`src/rtl/posit_add_arbiter_pkg.sv`:
```
// Shared constants and types for the posit adder arbiter.
package posit_add_arbiter_pkg;

  // Posit format carried through the block (contents are never inspected)
  localparam int NBITS = 32;
  localparam int ES    = 2;

  // Requester index width large enough for the largest supported NREQ (8)
  localparam int NREQ_MAX  = 8;
  localparam int TAG_IDX_W = $clog2(NREQ_MAX);

  // One entry of the shadow tag pipeline that follows the adder
  typedef struct packed {
    logic                 vld;
    logic [TAG_IDX_W-1:0] idx;
  } tag_t;

endpackage

```
`src/rtl/posit_add_arbiter_rr_arbiter.sv`:
```
// Round-robin arbiter: NREQ requests in, one-hot grant out, pointer kept inside.
// Optional build macro POSIT_ARB_FIXED_PRIO_EN gives requester 0 strict priority;
// requesters 1..NREQ-1 then rotate among themselves.
module rr_arbiter #(
  parameter int NREQ  = 4,
  parameter int IDX_W = $clog2(NREQ)
) (
  input  logic             clk,
  input  logic             rst_n,
  input  logic [NREQ-1:0]  req,
  output logic [NREQ-1:0]  gnt,
  output logic [IDX_W-1:0] gnt_idx,
  output logic             gnt_any
);

  logic [IDX_W-1:0] ptr_q;
  logic [IDX_W-1:0] ptr_d;

  // Search for the first eligible requester after the pointer and pick the next pointer
  always_comb begin
    int  cand;
    logic found;
    gnt     = '0;
    gnt_idx = '0;
    gnt_any = 1'b0;
    ptr_d   = ptr_q;
    found   = 1'b0;
    cand    = 0;
`ifdef POSIT_ARB_FIXED_PRIO_EN
    if (req[0]) begin
      // Requester 0 wins outright and leaves the rotation untouched
      gnt[0]  = 1'b1;
      gnt_any = 1'b1;
      found   = 1'b1;
    end else begin
      // Rotation over 1..NREQ-1; pointer always lives in that range
      for (int k = 1; k < NREQ; k++) begin
        cand = int'(ptr_q) + k;
        if (cand > NREQ - 1) cand = cand - (NREQ - 1);
        if (!found && req[cand]) begin
          found         = 1'b1;
          gnt[cand]     = 1'b1;
          gnt_idx       = IDX_W'(cand);
          gnt_any       = 1'b1;
          ptr_d         = IDX_W'(cand);
        end
      end
    end
`else
    for (int k = 1; k <= NREQ; k++) begin
      cand = int'(ptr_q) + k;
      if (cand >= NREQ) cand = cand - NREQ;
      if (!found && req[cand]) begin
        found     = 1'b1;
        gnt[cand] = 1'b1;
        gnt_idx   = IDX_W'(cand);
        gnt_any   = 1'b1;
        ptr_d     = IDX_W'(cand);
      end
    end
`endif
  end

  // Pointer register; reset to the last requester so requester 0 is searched first
  always_ff @(posedge clk or negedge rst_n) begin
    if (!rst_n) ptr_q <= IDX_W'(NREQ - 1);
    else        ptr_q <= ptr_d;
  end

endmodule

```
`src/rtl/posit_add_arbiter.sv`:
```
// Shares one fixed-latency pipelined posit adder among NREQ requesters.
// Round-robin issue, shadow tag pipeline for result routing, per-requester credits.
// Optional build macro POSIT_ARB_FIXED_PRIO_EN (handled in rr_arbiter): requester 0
// gets strict priority.
module posit_add_arbiter
  import posit_add_arbiter_pkg::*;
#(
  parameter int NREQ        = 4,
  parameter int ADD_LATENCY = 4,
  parameter int MAX_OUT     = 4
) (
  input  logic                  clk,
  input  logic                  rst_n,
  input  logic [NREQ-1:0]       req_valid,
  output logic [NREQ-1:0]       req_ready,
  input  logic [NREQ*NBITS-1:0] req_a,
  input  logic [NREQ*NBITS-1:0] req_b,
  output logic                  add_valid,
  output logic [NBITS-1:0]      add_a,
  output logic [NBITS-1:0]      add_b,
  input  logic [NBITS-1:0]      add_result,
  output logic [NREQ-1:0]       res_valid,
  output logic [NBITS-1:0]      res_data,
  output logic                  busy
);

  localparam int IDX_W = $clog2(NREQ);
  localparam int CNT_W = $clog2(MAX_OUT + 1);

  logic [NREQ-1:0]  elig;
  logic [NREQ-1:0]  gnt;
  logic [IDX_W-1:0] gnt_idx;
  logic             gnt_any;

  logic             add_valid_q, add_valid_d;
  logic [NBITS-1:0] add_a_q, add_a_d;
  logic [NBITS-1:0] add_b_q, add_b_d;
  logic [IDX_W-1:0] add_idx_q, add_idx_d;

  tag_t             tag_q [ADD_LATENCY];
  tag_t             tag_d [ADD_LATENCY];

  logic [NREQ-1:0]  ret_vec;
  logic [NREQ-1:0]  res_valid_q, res_valid_d;
  logic [NBITS-1:0] res_data_q, res_data_d;

  logic [CNT_W-1:0] cnt_q [NREQ];
  logic [CNT_W-1:0] cnt_d [NREQ];

  // A requester may compete only while it holds a free credit
  always_comb begin
    for (int i = 0; i < NREQ; i++) begin
      elig[i] = req_valid[i] && (cnt_q[i] < CNT_W'(MAX_OUT));
    end
  end

  rr_arbiter #(
    .NREQ  (NREQ),
    .IDX_W (IDX_W)
  ) u_arb (
    .clk     (clk),
    .rst_n   (rst_n),
    .req     (elig),
    .gnt     (gnt),
    .gnt_idx (gnt_idx),
    .gnt_any (gnt_any)
  );

  assign req_ready = gnt;

  // Issue register: capture the winner's operands; operands hold when idle
  always_comb begin
    add_valid_d = gnt_any;
    add_a_d     = add_a_q;
    add_b_d     = add_b_q;
    add_idx_d   = add_idx_q;
    if (gnt_any) begin
      add_a_d   = req_a[int'(gnt_idx)*NBITS +: NBITS];
      add_b_d   = req_b[int'(gnt_idx)*NBITS +: NBITS];
      add_idx_d = gnt_idx;
    end
  end

  // Tag pipeline fed from the issue register; its last stage lines up with add_result
  always_comb begin
    tag_d[0].vld = add_valid_q;
    tag_d[0].idx = TAG_IDX_W'(add_idx_q);
    for (int s = 1; s < ADD_LATENCY; s++) begin
      tag_d[s] = tag_q[s-1];
    end
  end

  // Decode the returning tag and build the registered result outputs
  always_comb begin
    for (int i = 0; i < NREQ; i++) begin
      ret_vec[i] = tag_q[ADD_LATENCY-1].vld &&
                   (tag_q[ADD_LATENCY-1].idx == TAG_IDX_W'(i));
    end
    res_valid_d = ret_vec;
    res_data_d  = add_result;
  end

  // Credits: +1 on grant, -1 when the result is handed back, unchanged when both
  always_comb begin
    for (int i = 0; i < NREQ; i++) begin
      cnt_d[i] = cnt_q[i];
      if (gnt[i] && !ret_vec[i]) begin
        cnt_d[i] = cnt_q[i] + CNT_W'(1);
      end else if (!gnt[i] && ret_vec[i] && (cnt_q[i] != '0)) begin
        cnt_d[i] = cnt_q[i] - CNT_W'(1);
      end
    end
  end

  // Busy while any requester still has an operation outstanding
  always_comb begin
    busy = 1'b0;
    for (int i = 0; i < NREQ; i++) begin
      if (cnt_q[i] != '0) busy = 1'b1;
    end
  end

  // All state registers; reset drops every in-flight tag and credit
  always_ff @(posedge clk or negedge rst_n) begin
    if (!rst_n) begin
      add_valid_q <= 1'b0;
      add_a_q     <= '0;
      add_b_q     <= '0;
      add_idx_q   <= '0;
      res_valid_q <= '0;
      res_data_q  <= '0;
      for (int s = 0; s < ADD_LATENCY; s++) tag_q[s] <= '0;
      for (int i = 0; i < NREQ; i++)        cnt_q[i] <= '0;
    end else begin
      add_valid_q <= add_valid_d;
      add_a_q     <= add_a_d;
      add_b_q     <= add_b_d;
      add_idx_q   <= add_idx_d;
      res_valid_q <= res_valid_d;
      res_data_q  <= res_data_d;
      for (int s = 0; s < ADD_LATENCY; s++) tag_q[s] <= tag_d[s];
      for (int i = 0; i < NREQ; i++)        cnt_q[i] <= cnt_d[i];
    end
  end

  // A returning result must always find an outstanding credit to release
  always_ff @(posedge clk) begin
    for (int i = 0; i < NREQ; i++) begin
      if (rst_n && ret_vec[i] && !gnt[i]) assert (cnt_q[i] != '0);
    end
  end

  assign add_valid = add_valid_q;
  assign add_a     = add_a_q;
  assign add_b     = add_b_q;
  assign res_valid = res_valid_q;
  assign res_data  = res_data_q;

endmodule

```
`config.mk`:
```
export PLATFORM = sky130hd
export DESIGN_NAME = posit_add_arbiter
export DESIGN_NICKNAME = d
export VERILOG_FILES = /design/src/rtl/posit_add_arbiter_pkg.sv /design/src/rtl/posit_add_arbiter_rr_arbiter.sv /design/src/rtl/posit_add_arbiter.sv
export SDC_FILE = /design/constraint.sdc
export NUM_CORES = 1
export LEC_CHECK = 0
export ABC_AREA = 1
export BUFFER_PORTS_ARGS = -buffer_cell sky130_fd_sc_hd__buf_4
export CAP_MARGIN = 30
export CORE_AREA = 2 2 157 159
export DETAILED_ROUTE_END_ITERATION = 10
export DIE_AREA = 0 0 159 161
export GPL_ROUTABILITY_DRIVEN = 0
export HOLD_SLACK_MARGIN = 0.1
export PLACE_DENSITY_LB_ADDON = 0.08
export SLEW_MARGIN = 20
export SYNTH_ARGS = -nofsm -noshare
export SYNTH_HDL_FRONTEND = slang
export SYNTH_SLANG_ARGS = --single-unit
```
`constraint.sdc`:
```
create_clock -name clk -period 3.4 [get_ports clk]
set_input_delay 0.34 -clock clk [delete_from_list [all_inputs] [get_ports clk]]
set_output_delay 0.34 -clock clk [all_outputs]
set_load 0.01 [all_outputs]
```
==> summary by stage, run 1 <==
GRT
The sum of overflow across all layers after global routing is 0. In the global route stage, overall resource usage came out at 21.4%. The number of antenna violations at the first check in global routing is 0. The wire length of the first global-routing pass is 43,000 µm. The pin count of the biggest net entering global routing is 68. The via count of the first global-routing pass is 7,679.

Detailed routing
Across all layers, the routed design uses 7,880 vias. Dividing the detail-routed wire length by the instance count gives 15.5 µm. In the routed design, unresolved DRC markers number 0. The first detailed-routing pass ran for 5 iterations. The number of antenna-violating nets in the routed design is 0. After detailed routing, the number of vias per cell comes to 4.50.

The detailed router finished its first iteration with 538 violations. The routed wire length is 27,200 µm.

Timing
Across the routed clock network, the largest skew measured is 0.0117 ns. Setup violations remaining at the end of the flow were counted as 0. The final max-slew violation count is 0. At the pin with the least slew margin, the transition time is 0.669 ns.

The post-route setup TNS is 0 ns. Counting I/O delays and the setup requirement, the final critical path takes 2.93 ns. The share of the cycle needed by the critical path after routing is 86.1%. Headroom to the max-slew limit came out at 55.4%.

Setup repair after global routing left no endpoint under its margin. The hold violation count in the final report is 0. The maximum clock frequency is 341 MHz.

Clock network
The H-tree was split into 4 levels. The clock edge transition at the registers on the reported setup and hold paths is 0.06 ns. At the later pin of the worst-skew pair, clock insertion delay measures 0.42 ns. TritonCTS created 17 clock buffers. For this design, the sink count on the clock tree is 129.

The CTS tree is built. The number of buffers between clock root and the deepest sink is 2. The root buffer cell is clkbuf_16. The number of post-CTS setup repair buffers is 0.

The number of hold buffers added after CTS is 33. The number of gates resized after cts is 0.

Yosys
The sequential fraction of the synthesis area is 42.7%. Each instance of the synthesized netlist takes up on average 7.56 µm². The fraction of synthesized cell area taken by the top area cell type is 42.0%. By area the synthesized netlist is led by dfrtp_1, nand2_1, nand3_1. The number of distinct library cell variants in the gate-level netlist after synthesis is 29.

Summing every instance area after synthesis gives 0.00756 mm². Yosys printed 0 warnings. The biggest area contributor in the post-synthesis netlist is dfrtp_1.

The synthesized net count is 1,306. The number of standard cells after synthesis is 1,000. Counting flops and latches in the post-synthesis netlist gives 129.

Job
The number of violations of the max-capacitance limit is 0.

Setup path
The critical path goes through inv_2 -> ha_1 -> inv_1 -> nand3_1 -> nand2_2 -> inv_1 -> nand2_1 -> nand2_1 -> nor2_1 -> nand2_1 -> buf_4. STA classifies the critical path startpoint as a flip-flop. The worst reg-to-reg setup slack is 0.48 ns. The delay of the slowest cell on the worst path is 0.66 ns. The type of the worst setup path is reg -> out. The buffer and inverter count on the worst path is 4. In this run the worst path has a maximum fanout of 11. The data required time at the worst endpoint is 3.06 ns.

The kind of end point of the critical path is an output pin. The cell family contributing the most delay on the critical path is flip-flops. The cell repeated most along the worst path is nand2_1. At the worst endpoint, the arrival time is 2.59 ns. The slowest library cell on the worst path is dfstp_2.

Final layout
Cells fill 49.2% of the core in the end. The share of cells above drive strength 1 is 34.1%. The most common cell after layout, fill and taps aside is buf_4.

In the layout the commonest cells are buf_4, nand2_1, inv_1. Relative to the synthesized area, the layout overhead comes to 56.0%. In the final design database the tool counted 1,720 nets.

The antenna diode count is 0.

Min path
The tightest min-delay check is of the in -> reg type.

Die
The core area is 0.0240 mm². The die is 161 µm tall. The total die area is 0.0256 mm². The floorplan has 57 rows.

The number of top-level design ports is 400. The die is 159 µm wide. The starting density of the core is 31.6%.

Placement
The wire-length estimate of the detail-placed layout is 20,100 µm. The count of buffers added on input and output ports is 399.

Power
In this run the power density over the cells is 1100 mW/mm². The maximum vdd drop is 0.652 mV. The leakage power of the design is 6.38 nW.

Status
The run finished with clean final reports.
## per-layer routing
metal	global-route usage, %	part of all wire (%)
met1	26.5	41
met2	36.6	50
met3	5.57	7.4
met4	6.36	1.8
met5	0	0
## power breakdown
part | total [mW] | leakage (nW) | internal [mW] | switching (mW)
registers | 2.66 | 1.53 | 2.27 | 0.393
clock network | 1.98 | 0.308 | 1.24 | 0.746
logic | 8.33 | 4.54 | 3.19 | 5.14
## cells in the mapped netlist
library cell / number
nor2_4: 4
o211ai_2: 19
o21ai_0: 5
buf_6: 9
inv_2: 3
buf_2: 24
dfrtp_1: 127
o211ai_1: 31
xor2_1: 2
nand2_4: 1
or2_1: 38
nor3_1: 8
ha_1: 8
nor2_2: 1
nand2_1: 334
nand2_2: 5
inv_1: 161
dfstp_2: 2
nand4_1: 10
clkbuf_1: 5
o21bai_1: 1
buf_4: 13
nand3_2: 5
nand3_1: 157
nand3b_1: 15
inv_4: 1
nand4_2: 1
nor2_1: 6
fa_1: 4
## cell type report
| class | count | area [µm²] |
|---|---|---|
| clock inverter | 15 | 208 |
| fill | 2429 | 12200 |
| timing repair buffer | 446 | 3520 |
| clock buffer | 17 | 425 |
| multi-input combinational | 655 | 3390 |
| inverter | 165 | 622 |
| sequential | 129 | 3230 |
| tap | 324 | 405 |
## logic make-up after synthesis
family                   share of synthesized area, %
AO/OA/AOI/OAI                                    6.65
adder cells (fa/ha/maj)                          2.38
buffers and inverters                            12.7
flip-flops                                       42.7
AND/OR/NAND/NOR                                  35.3
XOR/XNOR                                        0.232
## state kept, by name, indices dropped and copies added, names as in the netlist
name	cells
add_valid	1
tag_q	3
add_idx_q	2
u_arb.ptr_q	2
cnt_q	12
res_valid	4
tag_d	9
add_a	32
add_b	32
res_data	32
## path summary, 6_finish.rpt
path                                            start                          to  depth (start not counted)
setup / recovery           u_arb.ptr_q[0]$_DFFE_PN1P_                req_ready[2]                         11
min in group asynchronous                       rst_n       add_b[14]$_DFFE_PN0P_                          2
setup reg to reg           u_arb.ptr_q[0]$_DFFE_PN1P_        cnt_q[5]$_DFFE_PN0P_                         18
hold / removal                              req_b[64]        add_b[0]$_DFFE_PN0P_                          3
max in group asynchronous                       rst_n  u_arb.ptr_q[0]$_DFFE_PN1P_                          3
hold reg to reg                    tag_d[9]$_DFF_PN0_          tag_d[5]$_DFF_PN0_                          0
## through the flow
| step | power, mW | worst slack (ns) | hold WS [ns] | cell area [µm²] | std cells |
|---|---|---|---|---|---|
| 2_1_floorplan | 8.54 | 0.743 | 0.0444 | 7560 | 1000 |
| 3_3_place_gp | 11.0 | 0.573 | 0.332 | 10800 | 1686 |
| 3_5_place_dp | 11.1 | 0.523 | 0.335 | 10800 | 1686 |
| 4_1_cts | 13.2 | 0.487 | 0.154 | 11800 | 1751 |
| 5_1_grt | 14.3 | 0.242 | 0.164 | 11800 | 1751 |
| 6_report | 13.0 | 0.471 | 0.171 | 11800 | 1751 |
## worst register-to-register path: cells and delay by family, from the launching register on
kind                     cells  cell delay, ns
AND/OR/NAND/NOR             11            0.97
flip-flops                   1            0.66
adder cells (fa/ha/maj)      2            0.72
buffers and inverters        5            0.46
Note: power is estimated with default switching activity, not from simulation.
==> run 2, diff against run 1 <==
Settings changed: CAP_MARGIN 30 to 20, RECOVER_POWER set to 50, SKIP_CTS_REPAIR_TIMING set to 1.
==> run 2 against run 1 <==
The run now ends with max-capacitance violations, max-slew violations left. Critical path type unchanged. Register-to-register slack improved by 0.02 ns. Worst setup slack improved by 0.019 ns. Clock skew barely moved. Largest cell class is now multi-input combinational cells. Maximum frequency rose by 0.65%. Clock power barely moved. Critical endpoint unchanged. Highest routed layer unchanged. Via count barely moved. Non-clock buffer count did not move. Hold slack improved by 0.0031 ns. Largest power group unchanged. Final cell count did not move. Sequential power barely moved.
==> summary by stage, run 2 (synthesized netlist as in run 1, its figures left out) <==
Detailed routing
The total met2 wirelength after detailed routing was 13,500 µm (was 13,600 µm). The post-detailed-route DRC marker count is 0 (unchanged). The count of routing violations after the opening detailed-route iteration is 523 (was 538). The via count came to 7,874 (was 7,880). The met3 wirelength from detailed routing is 1900 µm (was 2010 µm).

The average routed wire per standard cell is 15.6 µm (was 15.5 µm). The number of antenna-violating nets in the routed design is 0 (unchanged). The uppermost metal layer occupied by signal nets is met4 (unchanged). The number of search-and-repair iterations in the first detailed-routing pass is 5 (unchanged). The met1 layer wirelength in the final routing is 11,400 µm (was 11,100 µm).

The vias per cell came to 4.50 (about the same). The routed wire length is 27,300 µm (was 27,200 µm).

Setup path
The type of the worst setup path is reg -> out (unchanged). The data arrival time of the worst path is 2.57 ns (was 2.59 ns). The critical-path maximum fanout is 11 (unchanged). The critical register-to-register path startpoint is u_arb.ptr_q[0]$_DFFE_PN1P_ (unchanged).

The critical register-to-register path endpoint was add_a[26]$_DFFE_PN0P_ (was cnt_q[5]$_DFFE_PN0P_). The data required time at the worst endpoint is 3.06 ns (about the same). The worst reg-to-reg setup slack came to 0.50 ns (was 0.48 ns).

The length in cells of the worst reg-to-reg path is 14 (was 18). The kind of start point of the critical path is a flip-flop (unchanged). The kind of end point of the critical path was an output pin (unchanged).

Final layout
The antenna diode count is 0 (unchanged). The share of cells above drive strength 1 is 29.1% (was 34.1%). The filler cell count was 2,507 (was 2,429). The area used by multi-input combinational logic is 0.00339 mm² (unchanged).

The most common cell after layout, fill and taps aside is nand2_1 (was buf_4). The layout overhead on the synthesized area is 52.4% (was 56.0%). The area taken by flip-flops and latches came to 0.00323 mm² (unchanged).

The final-stage net count came to 1,720 (unchanged). Highest-count cells in the layout ignoring fill and taps: nand2_1, buf_4, inv_1 (was buf_4, nand2_1, inv_1).

GRT
The pin count of the biggest net entering global routing came to 68 (unchanged). The total track usage was 20.9% (was 21.4%). The via count of the first global-routing pass is 7,500 (was 7,679). The number of antenna violations at the first check in global routing is 0 (unchanged).

The sum of overflow across all layers after global routing is 0 (unchanged). The wire length of the first global-routing pass is 42,000 µm (was 43,000 µm).

Timing
The number of endpoints failing setup at the final stage came to 0 (unchanged). The post-route setup TNS is 0 ns (unchanged). The relative slew slack came to -15.5% (was 55.4%). The final period demand of the worst path is 2.91 ns (was 2.93 ns).

The worst-margin pin slew was 1.73 ns (was 0.669 ns). The clock tree skew after final layout is 0.0114 ns (was 0.0117 ns). The hold violation count in the final report came to 0 (unchanged). The final max-slew violation count is 63 (was 0). The final worst slack is 0.490 ns (was 0.471 ns).

Unrepaired setup endpoints after global routing: false (unchanged). The maximum clock frequency is 344 MHz (was 341 MHz). The share of the cycle needed by the critical path after routing is 85.6% (was 86.1%).

Min path
The worst-case hold path end point is add_b[0]$_DFFE_PN0P_ (unchanged). The class of the tightest hold or removal check is in -> reg (unchanged). The critical hold path startpoint is req_b[64] (unchanged). The hold path depth is 3 (unchanged).

Die
The chip height is 161 µm (unchanged). The cell row count is 57 (unchanged). The starting density of the core is 31.6% (unchanged). The number of top-level design ports came to 400 (unchanged).

The die boundary width came to 159 µm (unchanged). The core area was 0.0240 mm² (unchanged). The total die area is 0.0256 mm² (unchanged).

Clock network
The number of sinks handled by clock tree synthesis is 129 (unchanged). The H-tree depth is 4 (unchanged). The clock edge transition at the registers on the reported setup and hold paths came to 0.06 ns (about the same). The clock latency at the later pin of the worst-skew pair came to 0.42 ns (about the same). The number of buffers between clock root and the deepest sink is 2 (unchanged). The root buffer cell is clkbuf_16 (unchanged). The number of buffers added by the clock tree synthesis step is 17 (unchanged). The CTS tree is built (unchanged).

Placement
The post-placement setup slack was 0.523 ns (unchanged). The placed wire-length estimate after detailed placement was 20,100 µm (unchanged). The count of buffers inserted at the top-level ports is 399 (unchanged).

Power
The leakage power of the design is 6.10 nW (was 6.38 nW). The maximum vdd drop came to 0.650 mV (was 0.652 mV). The power density over the cells was 1110 mW/mm² (was 1100 mW/mm²).

Status
Outcome: finished, violations left (was complete, no violations). The checks that failed: max-capacitance violations, max-slew violations.

Job
The number of violations of the max-capacitance limit was 1 (was 0).
==> run 2: report_power, final <==
group          leakage, nW  switching [mW]  internal [mW]
combinational         4.27            5.14           2.98
sequential            1.53           0.387           2.27
clock                0.308           0.746           1.24
==> run 2: cell type report <==
| type | instances | area share [%] |
|---|---|---|
| tap | 324 | 3.52 |
| timing repair buffer | 446 | 28.2 |
| sequential | 129 | 28.0 |
| clock buffer | 17 | 3.69 |
| clock inverter | 15 | 1.80 |
| inverter | 165 | 5.40 |
| multi-input combinational | 655 | 29.4 |
==> run 2: worst max-delay path, stage by stage, from the launching register on <==
cell     delay (ns)
dfstp_2        0.66
inv_2          0.16
ha_1           0.35
inv_1          0.06
nand3_1        0.10
nand2_2        0.18
inv_1          0.11
nand2_1        0.08
nand2_1        0.05
nor2_1         0.13
nand2_1        0.10
buf_4          0.16
==> run 2: stage by stage <==
step	area, µm²	cells	hold WS, ns	power (mW)	util, %
after floorplan	7560	1000	0.0444	8.54	-
after global placement	10800	1686	0.332	11.0	45.2
after detailed placement	10800	1686	0.335	11.1	45.2
after CTS	11500	1718	-0.0759	13.2	47.9
after global routing	11500	1751	0.164	14.1	48.1
final	11500	1751	0.174	12.8	48.1
==> run 2: how the worst max path moves through the flow <==
stage | start | end | cells after the start
2_1_floorplan | u_arb.ptr_q[0]$_DFFE_PN1P_ | cnt_q[8]$_DFFE_PN0P_ | 17
3_3_place_gp | u_arb.ptr_q[0]$_DFFE_PN1P_ | add_b[4]$_DFFE_PN0P_ | 14
3_5_place_dp | u_arb.ptr_q[0]$_DFFE_PN1P_ | add_a[26]$_DFFE_PN0P_ | 14
4_1_cts | u_arb.ptr_q[0]$_DFFE_PN1P_ | req_ready[2] | 11
5_1_grt | u_arb.ptr_q[0]$_DFFE_PN1P_ | cnt_q[5]$_DFFE_PN0P_ | 18
6_report | u_arb.ptr_q[0]$_DFFE_PN1P_ | req_ready[2] | 11
==> run 2: routing by layer <==
layer	up-vias	global-route usage, %
li1	3961	-
met1	3589	26.1
met2	295	35.7
met3	29	5.57
met4	0	6.36
met5	-	0
